File: config.mk
export PLATFORM = sky130hd
export DESIGN_NAME = crest_sprite_engine
export DESIGN_NICKNAME = d
export VERILOG_FILES = /design/src/rtl/crest_sprite_engine.sv
export SDC_FILE = /design/constraint.sdc
export NUM_CORES = 1
export LEC_CHECK = 0
export BUFFER_PORTS_ARGS = -buffer_cell sky130_fd_sc_hd__buf_2
export CORE_UTILIZATION = 57
export CTS_CLUSTER_DIAMETER = 100
export CTS_CLUSTER_SIZE = 10
export DETAILED_ROUTE_END_ITERATION = 8
export PLACE_DENSITY = 0.88
export SLEW_MARGIN = 30
export SYNTH_ARGS = -nofsm -noshare
export SYNTH_HDL_FRONTEND = slang
export SYNTH_SLANG_ARGS = --single-unit
File: constraint.sdc
create_clock -name clk -period 3.3 [get_ports clk]
set_clock_uncertainty 0.05 [all_clocks]
set_input_delay 0.99 -clock clk [delete_from_list [all_inputs] [get_ports clk]]
set_output_delay 0.99 -clock clk [all_outputs]
set_load 0.05 [all_outputs]
File: src/rtl/crest_sprite_engine.sv
// crest_sprite_engine
//
// Draws NUM_SPRITES copies of one 1-bit crest bitmap at independent positions
// for the VGA overlay mux. Bitmap rows for line y+1 are pre-fetched from an
// external registered ROM during horizontal blanking into per-sprite row
// registers, then the pixel stage tests the current column against them.
//
// Optional feature macro: SPRITE_ANIM_EN
//   defined   - sprites bounce inside [AREA_X0,AREA_X1) x [AREA_Y0,AREA_Y1),
//               moving STEP pixels per axis on every frame_start pulse.
//   undefined - positions are fixed at their reset values, frame_start is
//               ignored and no direction registers are built.
//
// Ports:
//   clk         pixel clock
//   rst_n       asynchronous active-low reset
//   x, y        current pixel column / line
//   active      visible-area flag
//   line_fetch  hblank-start pulse; fetches bitmap rows for line y+1
//   frame_start once-per-frame pulse (animation step)
//   rom_addr    bitmap row address to the registered ROM
//   rom_data    ROM row, one cycle after rom_addr; column c = rom_data[c]
//   fetch_busy  high while a row fetch is in progress
//   draw, rgb   registered overlay hit flag and colour (rgb = 0 when no hit)

module crest_sprite_engine #(
    parameter int             NUM_SPRITES = 3,
    parameter int             SPRITE_W    = 48,
    parameter int             SPRITE_H    = 45,
    parameter int             AREA_X0     = 240,
    parameter int             AREA_X1     = 400,
    parameter int             AREA_Y0     = 144,
    parameter int             AREA_Y1     = 320,
    parameter int             STEP        = 1,
    parameter logic [5:0]     COLOR_EVEN  = 6'b110110,
    parameter logic [5:0]     COLOR_ODD   = 6'b100100
) (
    input  logic                clk,
    input  logic                rst_n,
    input  logic [9:0]          x,
    input  logic [9:0]          y,
    input  logic                active,
    input  logic                line_fetch,
    input  logic                frame_start,
    output logic [5:0]          rom_addr,
    input  logic [SPRITE_W-1:0] rom_data,
    output logic                fetch_busy,
    output logic                draw,
    output logic [5:0]          rgb
);

    localparam int KW = (NUM_SPRITES > 1) ? $clog2(NUM_SPRITES) : 1;
    localparam int IW = (SPRITE_W > 1) ? $clog2(SPRITE_W) : 1;
    localparam logic [KW-1:0] LAST = KW'(NUM_SPRITES - 1);
    localparam logic [9:0] W10 = 10'(SPRITE_W);
    localparam logic [9:0] H10 = 10'(SPRITE_H);

    typedef enum logic [1:0] {IDLE, ADDR, CAPT} state_t;

    state_t               state;
    state_t               state_next;
    logic [KW-1:0]        k;
    logic [9:0]           ny;
    logic                 hit;
    logic [9:0]           d;
    logic [SPRITE_W-1:0]  row [NUM_SPRITES];
    logic [NUM_SPRITES-1:0] row_valid;
    logic [9:0]           pos_x [NUM_SPRITES];
    logic [9:0]           pos_y [NUM_SPRITES];
    logic                 pix_hit;
    logic [5:0]           pix_color;
    logic [9:0]           off;

    // Sprites start staggered so they do not overlap on the first frame.
    function automatic logic [9:0] init_x(input int i);
        return 10'(AREA_X0 + i * (SPRITE_W + 4));
    endfunction

    function automatic logic [9:0] init_y(input int i);
        return 10'(AREA_Y0 + i * 16);
    endfunction

`ifdef SPRITE_ANIM_EN
    localparam logic [9:0] STEP10 = 10'(STEP);
    localparam logic [9:0] X0_10  = 10'(AREA_X0);
    localparam logic [9:0] X1_10  = 10'(AREA_X1);
    localparam logic [9:0] Y0_10  = 10'(AREA_Y0);
    localparam logic [9:0] Y1_10  = 10'(AREA_Y1);

    logic [NUM_SPRITES-1:0] dir_x;
    logic [NUM_SPRITES-1:0] dir_y;

    // One axis of the bounce: returns {new_dir, new_pos}. A sprite that
    // would leave the area reverses and steps back the other way.
    function automatic logic [10:0] bounce(input logic [9:0] pos, input logic dir,
                                           input logic [9:0] lo, input logic [9:0] hi,
                                           input logic [9:0] size);
        if (dir && (pos + size + STEP10 > hi))
            return {1'b0, pos - STEP10};
        else if (!dir && (pos < lo + STEP10))
            return {1'b1, pos + STEP10};
        else if (dir)
            return {1'b1, pos + STEP10};
        else
            return {1'b0, pos - STEP10};
    endfunction

    always_ff @(posedge clk or negedge rst_n) begin
        if (!rst_n) begin
            for (int i = 0; i < NUM_SPRITES; i++) begin
                pos_x[i] <= init_x(i);
                pos_y[i] <= init_y(i);
                dir_x[i] <= 1'b1;
                dir_y[i] <= 1'b1;
            end
        end else if (frame_start) begin
            for (int i = 0; i < NUM_SPRITES; i++) begin
                {dir_x[i], pos_x[i]} <= bounce(pos_x[i], dir_x[i], X0_10, X1_10, W10);
                {dir_y[i], pos_y[i]} <= bounce(pos_y[i], dir_y[i], Y0_10, Y1_10, H10);
            end
        end
    end
`else
    for (genvar g = 0; g < NUM_SPRITES; g++) begin : g_pos
        assign pos_x[g] = init_x(g);
        assign pos_y[g] = init_y(g);
    end
`endif

    // Bitmap row of sprite k for the upcoming line; wraps to a large value
    // when the line is above the sprite, so one unsigned compare suffices.
    assign d = ny - pos_y[k];

    always_ff @(posedge clk or negedge rst_n) begin
        if (!rst_n) begin
            state <= IDLE;
        end else begin
            state <= state_next;
        end
    end

    always_comb begin
        state_next = state;
        rom_addr   = 6'd0;
        fetch_busy = (state != IDLE);
        case (state)
            IDLE: if (line_fetch) state_next = ADDR;
            ADDR: begin
                state_next = CAPT;
                if (d < H10) rom_addr = d[5:0];
            end
            CAPT: state_next = (k == LAST) ? IDLE : ADDR;
            default: state_next = IDLE;
        endcase
    end

    // Fetch datapath: latch target line, walk sprites, capture ROM rows.
    always_ff @(posedge clk or negedge rst_n) begin
        if (!rst_n) begin
            k         <= '0;
            ny        <= 10'd0;
            hit       <= 1'b0;
            row_valid <= '0;
            for (int i = 0; i < NUM_SPRITES; i++) row[i] <= '0;
        end else begin
            case (state)
                IDLE: if (line_fetch) begin
                    ny <= y + 10'd1;
                    k  <= '0;
                end
                ADDR: hit <= (d < H10);
                CAPT: begin
                    row[k]       <= rom_data;
                    row_valid[k] <= hit;
                    if (k != LAST) k <= KW'(k + 1'b1);
                end
                default: ;
            endcase
        end
    end

    // Scan from the highest index down so the lowest hitting sprite wins.
    always_comb begin
        pix_hit   = 1'b0;
        pix_color = 6'd0;
        off       = 10'd0;
        for (int i = NUM_SPRITES - 1; i >= 0; i--) begin
            off = x - pos_x[i];
            if (active && row_valid[i] && (x >= pos_x[i]) && (off < W10)
                && row[i][off[IW-1:0]]) begin
                pix_hit   = 1'b1;
                pix_color = (i % 2 == 0) ? COLOR_EVEN : COLOR_ODD;
            end
        end
    end

    always_ff @(posedge clk or negedge rst_n) begin
        if (!rst_n) begin
            draw <= 1'b0;
            rgb  <= 6'd0;
        end else begin
            draw <= pix_hit;
            rgb  <= pix_hit ? pix_color : 6'd0;
        end
    end

endmodule
==> Word-level counts from Yosys, hierarchy flattened <==
Index checks and enable logic that the tools add are counted.
{ "op_classes": {"div_mod_pow": 0, "bitwise_logic": 1, "add_sub_neg": 6, "n_lt_le_gt_ge": 14, "shift": 0, "multipliers": 0, "reduce_logical": 19, "n_eq_ne": 6, "n_mux": 30} }
{ "op_table": {"columns": ["op", "n"], "rows": [
  ["$bwmux W144", 1],
  ["$demux W48 S2", 1],
  ["$mux W48", 1],
  ["$lt A10 B6 Y1 const B", 4],
  ["$mux W6", 6],
  ["$lt A6 B7 Y1 const B", 3],
  ["$bmux W10 S2", 1],
  ["$ge A10 B9 Y1 const B", 2],
  ["$mux W10", 2],
  ["$sub A10 B9 Y10 const B", 2],
  ["$bmux W1 S6", 3],
  ["$logic_and A1 B1 Y1", 14],
  ["$add A10 B1 Y10 const B", 1],
  ["$ge A10 B8 Y1 const B", 1],
  ["$sub A10 B10 Y10", 1],
  ["$sub A10 B8 Y10 const B", 1],
  ["$mux W1", 8],
  ["$mux W2", 3],
  ["$ne A2 B2 Y1 const B", 3],
  ["$pmux W2 S3", 1],
  ["$eq A2 B2 Y1 const B", 2],
  ["$pmux W2 S2", 1],
  ["$reduce_bool A2 Y1", 2],
  ["$bwmux W3", 1],
  ["other kinds (11)", 11]
]} }
{ "word_totals": {"elab_cells": 86, "romBits": 0, "latchBits": 0, "memories": 0, "mem_bits_rw": 0, "reg_bits": 169} }

==> Logic depth before layout (Yosys ltp) <==
{ "logic_depth": {"ltp_word": 8, "depth_mapped": 11} }

==> Worst setup path after synthesis <==
No wires, ideal clock.
{ "synth_timing": {"kind": "register -> output", "start": "reg k[0]", "end": "out rom_addr[5]", "t_required_ns": 2.260, "stages_incl_launch_ff": 9, "arrival_ns": 2.702, "path_buffers": 0, "path_slack_ns": -0.442, "path_cell_list": "dfrtp_1 inv_1 ha_1 inv_1 ha_1 and4b_1 o21ai_0 nand4_1 nor3b_1"} }
{ "synth_between": {"elab_chain_len": 8} }
{ "synth_lines": {"columns": ["item", "line", "text"], "rows": [
  ["start, declared", "62", "logic [KW-1:0] k;"],
  ["start signal, assigned", "175", "if (k != LAST) k <= KW'(k + 1'b1);"],
  ["$not A2 Y3 (not written as such) (*)", "132", "assign d = ny - pos_y[k];"],
  ["$bmux W10 S2 (*)", "132", null],
  ["$mux W10 (not written as such) (*) (2 in a row)", "132", null],
  ["$sub A10 B10 Y10 (*)", "132", null],
  ["$lt A10 B6 Y1", "150", "if (d < H10) rom_addr = d[5:0];"],
  ["$mux W6 (*)", "150", null],
  ["$mux W6 (*)", "146", "case (state)"],
  ["end, declared", "45", "output logic [5:0] rom_addr,"]
]} }
Every way passes the cells marked *; elsewhere a longest branch is shown, timed or not. The select of a mux whose other input is x is not followed.

==> Final worst setup path <==
{ "layout_timing": {"start": "reg k[1]", "end": "out rom_addr[5]"} }
Same word-level chain as after synthesis.

==> key figures <==
Place
  – DP HPWL: 11,900 um
  – Pre-CTS WS: ~0.066 ns
  – Final GP Congestion: between 0.8 and 0.9
  – Port buffer count: 83

Status
  – Failing checks: setup timing
  – Status: complete, but fails checks

Detailed routing
  – Antenna-violating nets left: 0
  – Drt pass-1 iters: 5
  – Detailed router's first-iteration violation count: 353
  – Avg WL per Cell: 19.7 um
  – Via density: roughly 6
  – Total wire length: 17,500 um
  – DR vias: approximately 5,300
  – Residual DRC: 0

Critical path
  – Reg2reg setup slack: around 1.2 ns
  – CP Class: reg -> out
  – CP endpoint kind: output pin
  – Critical path startpoint category: register
  – Critical Path RT: approximately 2.3 ns
  – Reg-to-reg endpoint: hit
  – CP max FO: 3
  – Critical Path AT: around 2.5 ns
  – Reg2reg path depth: 11
  – Reg-to-reg critical path startpoint: k[1]

Pwr
  – Static leakage: ~4.2 nW
  – Maximum vdd drop: around 0.0005 V
  – Power per standard cell area: 887 nW/um^2

Logic synthesis
  – Mean post-synth cell area: approximately 13 sq um
  – Cells after Synth: 601
  – Post-Synthesis Cell Area: 8070 sq um
  – Top post-synthesis cells by area: dfrtp_1, mux2_2, mux4_2
  – Number of flops mapped to enable cells by yosys: 0
  – Main synth FF type: dfrtp_1
  – Ys async rst share: 100%
  – Proportion of netlist area held by the largest area contributor: between 50% and 60%
  – Unique masters post-synth: 54
  – Top cell type by total area after synthesis: dfrtp_1
  – Register area share after synthesis: around half
  – #FFs+latches synth: 165
  – Synthesis warning total: 0

Cells and area
  – Share of cells above drive strength 1: about 46%
  – P&R area growth vs syn: 17.8%
  – Fillers: about 900
  – Commonest cells after routing, fill and taps aside: dfrtp_1, mux2_2, buf_2
  – N_diodes: 0
  – Commonest non-fill, non-tap cell in the layout: dfrtp_1
  – Nets: a little under 800
  – Final core occ: approximately 69%

Die
  – Core Box Area: around 14,000 sq um
  – Die span in y: 121 um
  – Cell row count: 43
  – Die width: between 100 and 150 um
  – IO Count: 87
  – Initial Util: just under 60%
  – Die ar.: 14,600 sq um

Clocking
  – CTS H-tree lvls: 4
  – CTS tree: yes
  – Max clock buf depth: 2
  – Root buffer cell: clkbuf_16
  – Worst-path clk slew: 0.06 ns
  – Clock Sinks: approximately 170
  – Worst skew pair latency: approximately 0.43 ns
  – # hold bufs at CTS: 0
  – CTS buffer count: 17

Worst hold path
  – Hold wc startpoint: row[47]
  – Hold Path End: row[47]
  – Hold/Removal Path Class: reg -> reg
  – WHS Path Cells: 1

Timing
  – Final-report hold violation count: 0
  – RSZ-0062 raised after global routing: true
  – Fin Setup TNS: -0.921 ns
  – Final worst slack: -0.191 ns
  – Period minus WS final: about 3.5 ns
  – Tcrit/Tclk final: 106%
  – Fmax: roughly 290 MHz
  – Worst-Margin Slew: between 0.7 and 0.8 ns
  – Pins Over Slew Limit: 0
  – # setup viols final: 6
  – Worst slew margin relative to its limit: a little over half

Global route
  – Initial antenna violation count: 0
  – Largest net degree at the start of global routing: 70
  – Congestion Overflow GR: 0
  – Vias in the first global route: 5,535
  – Tot GR Track Use: 25.8%
  – First-pass GRT wire length: approximately 29,000 um

Run
  – Max_cap viols: 0
layer usage:
layer	track usage, %	up-vias	routed length (um)
met4	9.10	0	395
met5	0	-	0
met3	6.06	34	809
met1	32.9	2736	7380
li1	-	2381	-
met2	43.1	157	8890
layout make-up:
class | count | area [sq um] | area share (%)
Multi-Input combinational cell | 388 | 3780 | 39.8
Sequential cell | 165 | 4130 | 43.4
Clock inverter | 7 | 119 | 1.25
Tap cell | 180 | 225 | 2.37
Timing Repair Buffer | 108 | 708 | 7.45
Inverter | 14 | 52.6 | 0.553
Clock buffer | 25 | 485 | 5.11
kinds of logic after synthesis:
group	count (synthesis)	share of synthesized area [%]
AO/OA/AOI/OAI	56	4.76
XOR/XNOR	12	1.30
adder cells (fa/ha/maj)	16	2.48
buffers and inverters	49	2.96
flip-flops	165	51.2
multiplexers	206	31.2
other	1	0.0465
AND/OR/NAND/NOR	96	6.03
worst max-delay path: stages (launching register included):
cell	delay [ns]
dfrtp_1	0.42
inv_2	0.08
ha_4	0.28
inv_2	0.04
ha_4	0.27
and4b_1	0.19
o21ai_1	0.08
nand4_1	0.13
buf_4	0.18
nor3b_2	0.18
buf_6	0.18
repair_timing:
item | in CTS | in global routing
resized for setup | 27 | 4
gates cloned | 0 | 0
buffers inserted | 5 | 5
pin swaps | 9 | 5
endpoints found under the setup margin | 6 | 6
per-stage QoR:
| stage | power [mW] | hold WS, ns | instances | cell area (sq um) |
|---|---|---|---|---|
| after floorplan | 5.42 | 0.420 | 602 | 8080 |
| after detailed placement | 6.18 | 0.440 | 845 | 8710 |
| final | 8.43 | 0.451 | 887 | 9500 |
| after global placement | 5.95 | 0.428 | 845 | 8710 |
| after global routing | 8.89 | 0.458 | 887 | 9500 |
| after CTS | 8.40 | 0.453 | 882 | 9450 |
cell usage after synthesis, types with 11 or more instances:
cell / n
mux4_2: 20
ha_1: 16
nand3_1: 11
nand2_1: 25
dfrtp_1: 165
inv_1: 14
buf_2: 11
nor2_1: 21
a21oi_1: 16
clkbuf_1: 13
mux2i_1: 34
mux2_2: 150
report_power, final:
group	leakage, nW	internal (mW)	switching (mW)	total (mW)
sequential	1.94	3.05	0.565	3.61
combinational	1.99	1.62	1.19	2.80
clock	0.288	1.25	0.767	2.02
registers in the layout (all words and copies together) (netlist names):
signal	cells
state	2
rgb	2
k	2
draw	1
row	144
row_valid	3
ny	10
hit	1
worst max path at each step:
stage | startpoint | endpoint | slack, ns | cells past startpoint
6_report | k[1] | rom_addr[5] | -0.19 | 10
3_3_place_gp | k[0] | rom_addr[3] | 0.12 | 10
2_1_floorplan | k[0] | rom_addr[0] | -0.42 | 8
3_5_place_dp | k[0] | rom_addr[3] | 0.07 | 10
5_1_grt | k[1] | rom_addr[5] | -0.29 | 10
4_1_cts | k[1] | rom_addr[5] | -0.19 | 10
Power figures use the tool's default switching activity.
